**src/rtl/rca_config.sv**
```systemverilog
// Shared RCA configuration: writeback FSM states plus the core-wide XLEN and instruction ID type.
package rca_config;

    localparam int unsigned XLEN = 32;
    localparam int unsigned ID_W = 4;

    typedef logic [ID_W-1:0] id_t;

    typedef enum logic [1:0] {
        WB_IDLE    = 2'd0,
        WB_COLLECT = 2'd1,
        WB_PRESENT = 2'd2
    } rca_wb_state_t;

endpackage

```
**src/rtl/rca_writeback.sv**
```systemverilog
// RCA completion stage: pairs the head instruction ID with grid result words and presents
// exactly one completion per instruction to the core writeback port.
module rca_writeback
    import rca_config::*;
#(
    parameter int unsigned DATA_W = XLEN
) (
    input  logic              clk,
    input  logic              rst,
    input  logic              fifo_populated,
    input  id_t               wb_id,
    input  logic              wb_fb_instr,
    output logic              wb_committing,
    input  logic              clear_fifos,
    input  logic              res_valid,
    input  logic [DATA_W-1:0] res_data,
    output logic              res_pop,
    input  logic              loop_done,
    output logic              done,
    output id_t               id,
    output logic [DATA_W-1:0] rd,
    input  logic              ack
);

    rca_wb_state_t     state_q;
    id_t               id_q;
    logic              fb_q;
    logic [DATA_W-1:0] rd_q;
    logic              done_q;
    id_t               id_out_q;
    logic [DATA_W-1:0] rd_out_q;

    // clear_fifos never alters state; it is only checked for protocol misuse.
    logic unused_clear_fifos;
    assign unused_clear_fifos = clear_fifos;

    assign res_pop       = (state_q == WB_COLLECT) && res_valid;
    assign wb_committing = (state_q == WB_PRESENT) && ack;

    always_ff @(posedge clk) begin
        if (rst) begin
            state_q  <= WB_IDLE;
            id_q     <= '0;
            fb_q     <= 1'b0;
            rd_q     <= '0;
            done_q   <= 1'b0;
            id_out_q <= '0;
            rd_out_q <= '0;
        end else begin
            case (state_q)
                WB_IDLE: begin
                    if (fifo_populated) begin
                        id_q    <= wb_id;
                        fb_q    <= wb_fb_instr;
                        rd_q    <= '0;
                        state_q <= WB_COLLECT;
                    end
                end
                WB_COLLECT: begin
                    if (res_pop) begin
                        rd_q <= res_data;
                    end
                    // Feedback loops finish on loop_done; a word popped in that cycle wins.
                    if (fb_q ? loop_done : res_valid) begin
                        state_q  <= WB_PRESENT;
                        done_q   <= 1'b1;
                        id_out_q <= id_q;
                        rd_out_q <= res_pop ? res_data : rd_q;
                    end
                end
                WB_PRESENT: begin
                    if (ack) begin
                        state_q <= WB_IDLE;
                        done_q  <= 1'b0;
                    end
                end
                default: begin
                    state_q <= WB_IDLE;
                    done_q  <= 1'b0;
                end
            endcase
        end
    end

    assign done = done_q;
    assign id   = id_out_q;
    assign rd   = rd_out_q;

    a_done_stable_until_ack: assert property (@(posedge clk)
        (done && !ack && !rst) |=> (done && $stable(id) && $stable(rd)));

    a_commit_implies_done: assert property (@(posedge clk)
        wb_committing |-> done);

    a_clear_only_in_idle: assert property (@(posedge clk)
        (clear_fifos && !rst) |-> (state_q == WB_IDLE));

endmodule

```
**config.mk**
```make
export PLATFORM = sky130hd
export DESIGN_NAME = rca_writeback
export DESIGN_NICKNAME = d
export VERILOG_FILES = /design/src/rtl/rca_config.sv /design/src/rtl/rca_writeback.sv
export SDC_FILE = /design/constraint.sdc
export NUM_CORES = 1
export LEC_CHECK = 0
export CAP_MARGIN = 30
export CORE_ASPECT_RATIO = 1.4
export CORE_UTILIZATION = 45
export CTS_BUF_LIST = sky130_fd_sc_hd__clkbuf_8
export DETAILED_ROUTE_END_ITERATION = 8
export PLACE_DENSITY = 0.74
export SYNTH_ARGS = -nofsm -noshare
export SYNTH_HDL_FRONTEND = slang
export SYNTH_SLANG_ARGS = --single-unit
```
**constraint.sdc**
```tcl
create_clock -name clk -period 3.65 [get_ports clk]
set_input_delay 1.095 -clock clk [delete_from_list [all_inputs] [get_ports clk]]
set_output_delay 1.095 -clock clk [all_outputs]
set_load 0.02 [all_outputs]
```
After elaboration in Yosys (flattened, before gate mapping)
Cells that the tools add are included.
{ "totals": {"out_inout_bits": 39, "regBits": 76, "rom_bits": 0, "mem_count": 0, "latchBits": 0, "inputBits": 44, "mem_bits_rw": 0} }
{ "op_classes": {"n_shift": 0, "n_mul": 0, "n_bitwise": 1, "magnitude_cmp": 0, "n_div": 0, "n_addsub": 0, "n_mux": 11, "reduce_logical": 9, "eq_ne": 5} }
{ "op_table": {"columns": ["cell", "count"], "rows": [
  ["two-way mux 32 bit", 2],
  ["one-hot mux 32 bit (2 select lines)", 1],
  ["two-way mux 2 bit", 3],
  ["one-hot mux 2 bit (3 select lines)", 1],
  ["AND reduction 2 bit", 3],
  ["AND reduction 3 bit", 2],
  ["inequality test 2 bit (second input constant)", 2],
  ["two-way mux 1 bit", 3],
  ["one-hot mux 1 bit (3 select lines)", 1],
  ["equality test 2 x 1 -> 1 bit (second input constant)", 1],
  ["equality test 2 bit (second input constant)", 1],
  ["logical AND 1 bit", 2],
  ["logical NOT 2 bit", 1],
  ["inequality test 2 x 1 -> 1 bit (second input constant)", 1],
  ["nonzero test 2 bit", 1],
  ["NOT 1 bit", 1]
]} }

Depth between registers and ports, before layout
Gate-level depths: netlist of run 1.
{ "logic_depth": {"depth_word": 4, "mapped_depth": 6} }

Worst setup path after synthesis of run 1
No wires, ideal clock.
{ "synth_timing": {"path_kind": "input-to-output", "start": "input port ack", "end": "output port wb_committing", "path_stages": 1, "arrival_time_ns": 1.616, "slack_ns": 0.939, "t_required_ns": 2.555, "path_cell_list": "nor3b_1"} }
{ "synth_between": {"elab_chain_cells": 1} }
{ "synth_lines": {"columns": ["element", "line", "text"], "rows": [
  ["from (decl)", "rca_writeback.sv:22", "input logic ack"],
  ["logical AND 1 bit", "rca_writeback.sv:38", "assign wb_committing = (state_q == WB_PRESENT) && ack;"],
  ["to (decl)", "rca_writeback.sv:13", "output logic wb_committing,"]
]} }
Every way passes these cells.

Worst setup path in the final report of run 1
Ends and elaborated chain as after synthesis.

==> results of run 1 <==
==> cell type report <==
type	count	area share, %
sequential	76	36.0
clock buffer	11	3.58
inverter	2	0.207
tap	95	2.81
clock inverter	5	1.21
timing repair buffer	90	21.1
multi-input combinational	231	35.1
==> kinds of logic (layout without fill, tap and decap cells) <==
| kind of cell | Yosys count | in the layout | share of synthesized area, % |
|---|---|---|---|
| simple gates | 83 | 83 | 12.0 |
| flops | 76 | 76 | 46.9 |
| mux | 9 | 9 | 3.05 |
| compound gates | 139 | 139 | 30.4 |
| buf+inv | 35 | 108 | 7.61 |
==> power by group through the flow <==
| stage | logic, mW | clock network [mW] | registers, mW |
|---|---|---|---|
| 4_1_cts | 0.328 | 0.650 | 0.897 |
| 3_3_place_gp | 0.318 | 0 | 0.914 |
| 6_report | 0.325 | 0.637 | 0.897 |
| 2_1_floorplan | 0.179 | 0 | 0.940 |
| 3_5_place_dp | 0.327 | 0 | 0.915 |
| 5_1_grt | 0.352 | 0.692 | 0.902 |
==> cell usage after synthesis, drive strengths merged <==
cell type	instances	area (sq um)
nor2	7	28.8
nor3	1	5.00
nor3b	2	20.0
mux2i	8	83.8
a21oi	70	350
o21ai	37	185
buf	21	189
mux2	1	15.0
nand2b	1	6.26
or3	1	6.26
nand3b	1	20.0
a311oi	32	449
nand3	4	20.0
inv	1	3.75
clkbuf	12	48.8
dfxtp	76	1520
nor2b	1	13.8
nand2	65	269
clkinv	1	5.00
==> how the worst max path moves through the flow <==
stage               start            end
floorplan             ack  wb_committing
global placement      ack  wb_committing
detailed placement    ack  wb_committing
CTS                   ack  wb_committing
global route          ack  wb_committing
finish                ack  wb_committing
==> sequential cells by signal, summed over array words and instances (netlist names) <==
signal,count
rd,32
rd_q,32
id,4
id_q,4
state_q,2
done,1
fb_q,1
==> metrics by stage <==
step	instance area [sq um]	utilization (%)	std cells
finish	4230	60.5	510
global route	4230	60.5	510
CTS	4230	60.5	510
detailed placement	4020	57.6	494
global placement	4000	57.2	493
floorplan	3240	-	342
==> metal layers <==
metal	global-route usage, %	vias to the layer above
met1	26.8	1283
met3	3.55	4
li1	-	1362
met2	36.9	73
met4	7.10	0
met5	0	-
==> worst reg2reg max path: cells and delay by family, from the launching register on <==
kind / cells / cell delay [ps]
AO/OA/AOI/OAI: 2 / 480
flip-flops: 1 / 630
AND/OR/NAND/NOR: 1 / 840
==> qor.csv, run 1 <==
metric;value;unit
worst-case reg-to-reg path depth;3;
Met3 Wirelength;263;um
CP dominant cell by count;clkdlybuf4s50_1;
Clock Skew;8.90;ps
static leakage;1.35;nW
Post-CTS Repair Setup Buffers;0;
crit path max fanout;3;
Die Width;73.7;um
area of the multi-input gates;1480;sq um
Largest delay share family, worst path;buffers and inverters;
post-route setup TNS;0;ps
crit end category;output pin;
Critical Path RT;2550;ps
register area;1520;sq um
Residual DRC;0;
Setup-failing EPs final;0;
setup slack after layout;165;ps
Root Driver;clkbuf_8;
Max Buffers Root-to-Sink;2;
Int Pwr;1.37;mW
Final #Nets;454;
Placement Setup Slack;161;ps
Switch Pwr;0.490;mW
worst path cell trace;clkdlybuf4s50_1 -> nor3b_1 -> clkdlybuf4s50_1;
first-pass GRT wire length;12600;um
initial core utilization;46.4;%
count of different cell masters after synthesis;30;
CP max-delay cell;clkdlybuf4s50_1;
combinational share of power;17.5;%
vias in the first global route;2663;
#FFs+latches synth;76;
Rows;36;
Final Power;1.86;mW
PwrDens;440;nW/um^2
Hold WC Path Type;register to register;
post-CTS sizing;0;
final slew viol count;0;
initial antenna violation count;0;
Num CTS Buffers;9;
Hold Path Depth;2;
WP depth;3;
vias per cell;5.34;
FILL cells;628;
worst-skew pair later-pin latency;340;ps
Synthesis Warnings;0;
die height;102;um
syn nets;386;
CP arrival;2390;ps
Area Growth Syn to Fin;30.4;%
die area;7550;sq um
Peak VDD IR;0.287;mV
worst r2r dst;rd[22];
Post-DRT Antenna Nets;0;
I/O pin total;83;
synthesized instance count;342;
H-tree depth;3;
Clock transition at path regs;70;ps
Via Count;2722;
1st-iter DRT viols;159;
clock group share of total power;34.3;%
aggregate global routing overflow;0;
Mapped Area;3240;sq um
core box area;6980;sq um
PortBufs;81;
diodes inserted;0;
Final Cycle Share;95.5;%
Worst R2R Start;state_q[0];
CTS tree;yes;
Slew Limit Headroom;39.9;%
Least-Margin Pin Slew;899;ps
routed wl met2;3880;um
Hold EP;id[1];
commonest non-fill, non-tap cell in the layout;clkdlybuf4s50_1;
Worst R2R Setup Slack;1620;ps
RSZ-0062 raised after global routing;no;
GP Congestion;0.751;
Worst Path Buf+Inv;2;
final wirelength;7550;um
Hold Fails Final Rpt;0;
max incr delay on CP;630;ps
hold_ws;468;ps
Fmax achieved;287;MHz
layout cells sized above 1;16.9;%
drt pass-1 iters;4;
MaxCap Viol Count;0;
outcome;finished clean;
hpwl dp;4740;um
largest net degree at the start of global routing;38;
M1 WL;3350;um
register share of total power;48.3;%
Clock Sinks;76;
Final min period;3480;ps
Worst setup SP type;primary input;
cts hold-fix bufs;0;
highest routed layer;met4;
commonest non-fill, non-tap cells in the layout;clkdlybuf4s50_1 (80), dfxtp_1 (76), a21oi_1 (70);
HP Start;id_q[1];
wire per inst;14.8;um
Total GRT Usage;21.4;%
sequential share of the synthesized area;46.9;%
WS Path Type;primary input to output pin;
Mean Syn Cell Area;9.48;sq um
Switching Share;26.4;%
(Power assumes the default switching activity.)
==> run 2: changes to the inputs <==
- CORE_ASPECT_RATIO: 1.4 -> default
==> run 2 against run 1 <==
Against the previous run:
- register-to-register slack improved by 100 ps
- cell area down 0.50%
- first-iteration DRC count up 4.4%
- global-route usage about the same
- clock-buffer cell count is 2 lower
- die area barely moved
- cell count fell by 0.20%
- sequential cell count did not move
- wire length rose by 1.1%
- combinational power increased by 1%
- clock skew is 2.6 ps lower
- largest cell class unchanged
==> qor.csv, run 2 (synthesis results as in run 1) <==
metric;value;unit;change
outcome;finished clean;;
Final Cycle Share;95.4;%;-0.11 points
area of the multi-input gates;1490;sq um;+0.59%
Switch Pwr;0.509;mW;+3.8%
first-pass GRT wire length;12400;um;-1.2%
Num CTS Buffers;9;;unchanged
Setup-failing EPs final;0;;unchanged
CP arrival;2390;ps;about the same
1st-iter DRT viols;166;;+4.4%
combinational share of power;17.9;%;+0.4 points
final wirelength;7630;um;+1.1%
largest net degree at the start of global routing;77;;+100%
core box area;6870;sq um;-1.6%
Final Power;1.84;mW;-1.0%
Slew Limit Headroom;37.6;%;-2.3 points
vias in the first global route;2610;;-2.0%
Hold Fails Final Rpt;0;;unchanged
drt pass-1 iters;4;;unchanged
register share of total power;48.6;%;+0.3 points
crit path max fanout;3;;unchanged
post-CTS sizing;0;;unchanged
GP Congestion;0.732;;-2.5%
RSZ-0062 raised after global routing;no;;
final slew viol count;0;;unchanged
Fmax achieved;287;MHz;+0.11%
WS Path Type;primary input to output pin;;
Least-Margin Pin Slew;936;ps;+37.1 ps
Area Growth Syn to Fin;29.8;%;
static leakage;1.33;nW;-2.0%
initial antenna violation count;0;;unchanged
PwrDens;437;nW/um^2;-0.53%
Clock Sinks;76;;unchanged
Clock Skew;6.29;ps;-2.61 ps
wire per inst;15.0;um;+1.3%
Hold WC Path Type;register to register;;
Total GRT Usage;21.4;%;-0.024 points
Peak VDD IR;0.237;mV;-17%
post-route setup TNS;0;ps;unchanged
register area;1520;sq um;unchanged
die height;86.9;um;-15%
worst-skew pair later-pin latency;340;ps;about the same
H-tree depth;3;;unchanged
layout cells sized above 1;16.7;%;-0.16 points
CTS tree;yes;;
Max Buffers Root-to-Sink;2;;unchanged
FILL cells;579;;-7.8%
Die Width;86.9;um;+18%
commonest non-fill, non-tap cells in the layout;clkdlybuf4s50_1 (80), dfxtp_1 (76), a21oi_1 (70);;
MaxCap Viol Count;0;;unchanged
Finished Core Util;61.2;%;+0.68 points
cts hold-fix bufs;0;;unchanged
initial core utilization;47.2;%;+0.76 points
clock group share of total power;33.6;%;-0.7 points
Residual DRC;0;;unchanged
Post-DRT Antenna Nets;0;;unchanged
Root Driver;clkbuf_8;;
Final #Nets;452;;-0.44%
hpwl dp;4630;um;-2.3%
Post-CTS Repair Setup Buffers;0;;unchanged
Switching Share;27.7;%;+1.3 points
Worst setup SP type;primary input;;
I/O pin total;83;;unchanged
Rows;30;;-17%
vias per cell;5.52;;+3.4%
commonest non-fill, non-tap cell in the layout;clkdlybuf4s50_1;;
PortBufs;81;;unchanged
Clock transition at path regs;80;ps;about the same
Final min period;3480;ps;-3.90 ps
Via Count;2809;;+3.2%
Int Pwr;1.33;mW;-2.8%
diodes inserted;0;;unchanged
crit end category;output pin;;
aggregate global routing overflow;0;;unchanged
Critical Path RT;2550;ps;about the same
die area;7540;sq um;about the same
run 2: cell types whose count changed in the layout (fill, tap and decap cells not counted), sizes merged:
cell	previous run	this run
clkinv	3	4
clkinvlp	1	3
inv	2	1
buf	10	8
clkbuf	11	9
run 2: critical path, cell delays in order:
cell             delay, ps
clkdlybuf4s50_1        480
nor3b_1                180
clkdlybuf4s50_1        630
run 2: path summary, 6_finish.rpt:
path,end,startpoint,cells past startpoint,slack [ps]
setup / recovery,wb_committing,ack,3,170
setup reg to reg,rd[21],state_q[0],4,1720
hold / removal,id[2],id_q[2],2,470
hold reg to reg,id[2],id_q[2],2,470
run 2: metal layers:
layer / global-route usage [%] / wire length (um) / vias up
met5: 0 / 0 / -
met4: 5.91 / 91 / 0
met3: 5.78 / 408 / 13
met2: 35.4 / 3670 / 76
met1: 27.4 / 3470 / 1362
li1: - / - / 1358
run 2: power by group through the flow:
stage          registers (mW)  clock network, mW  logic, mW
2_1_floorplan           0.940                  0      0.179
3_3_place_gp            0.911                  0      0.325
3_5_place_dp            0.912                  0      0.330
4_1_cts                 0.893              0.629      0.330
5_1_grt                 0.898              0.673      0.354
6_report                0.893              0.617      0.329
run 2: final cells by class:
cell class                      instances  share of cell area [%]
Multi-Input combinational cell        231                    35.4
Inverter                                2                   0.208
Tap cell                               96                    2.86
Clock inverter                          7                    1.61
Clock buffer                            9                    2.95
Timing Repair Buffer                   88                    20.8
Sequential cell                        76                    36.2
run 2: metrics by stage:
stage               setup slack, ps  instance area [sq um]  hold WS, ps  instances
floorplan                       939                   3240          443        342
global placement                169                   4010          456        493
detailed placement              171                   4010          460        493
CTS                             158                   4210          468        509
global route                   51.0                   4210          492        509
finish                          169                   4210          468        509
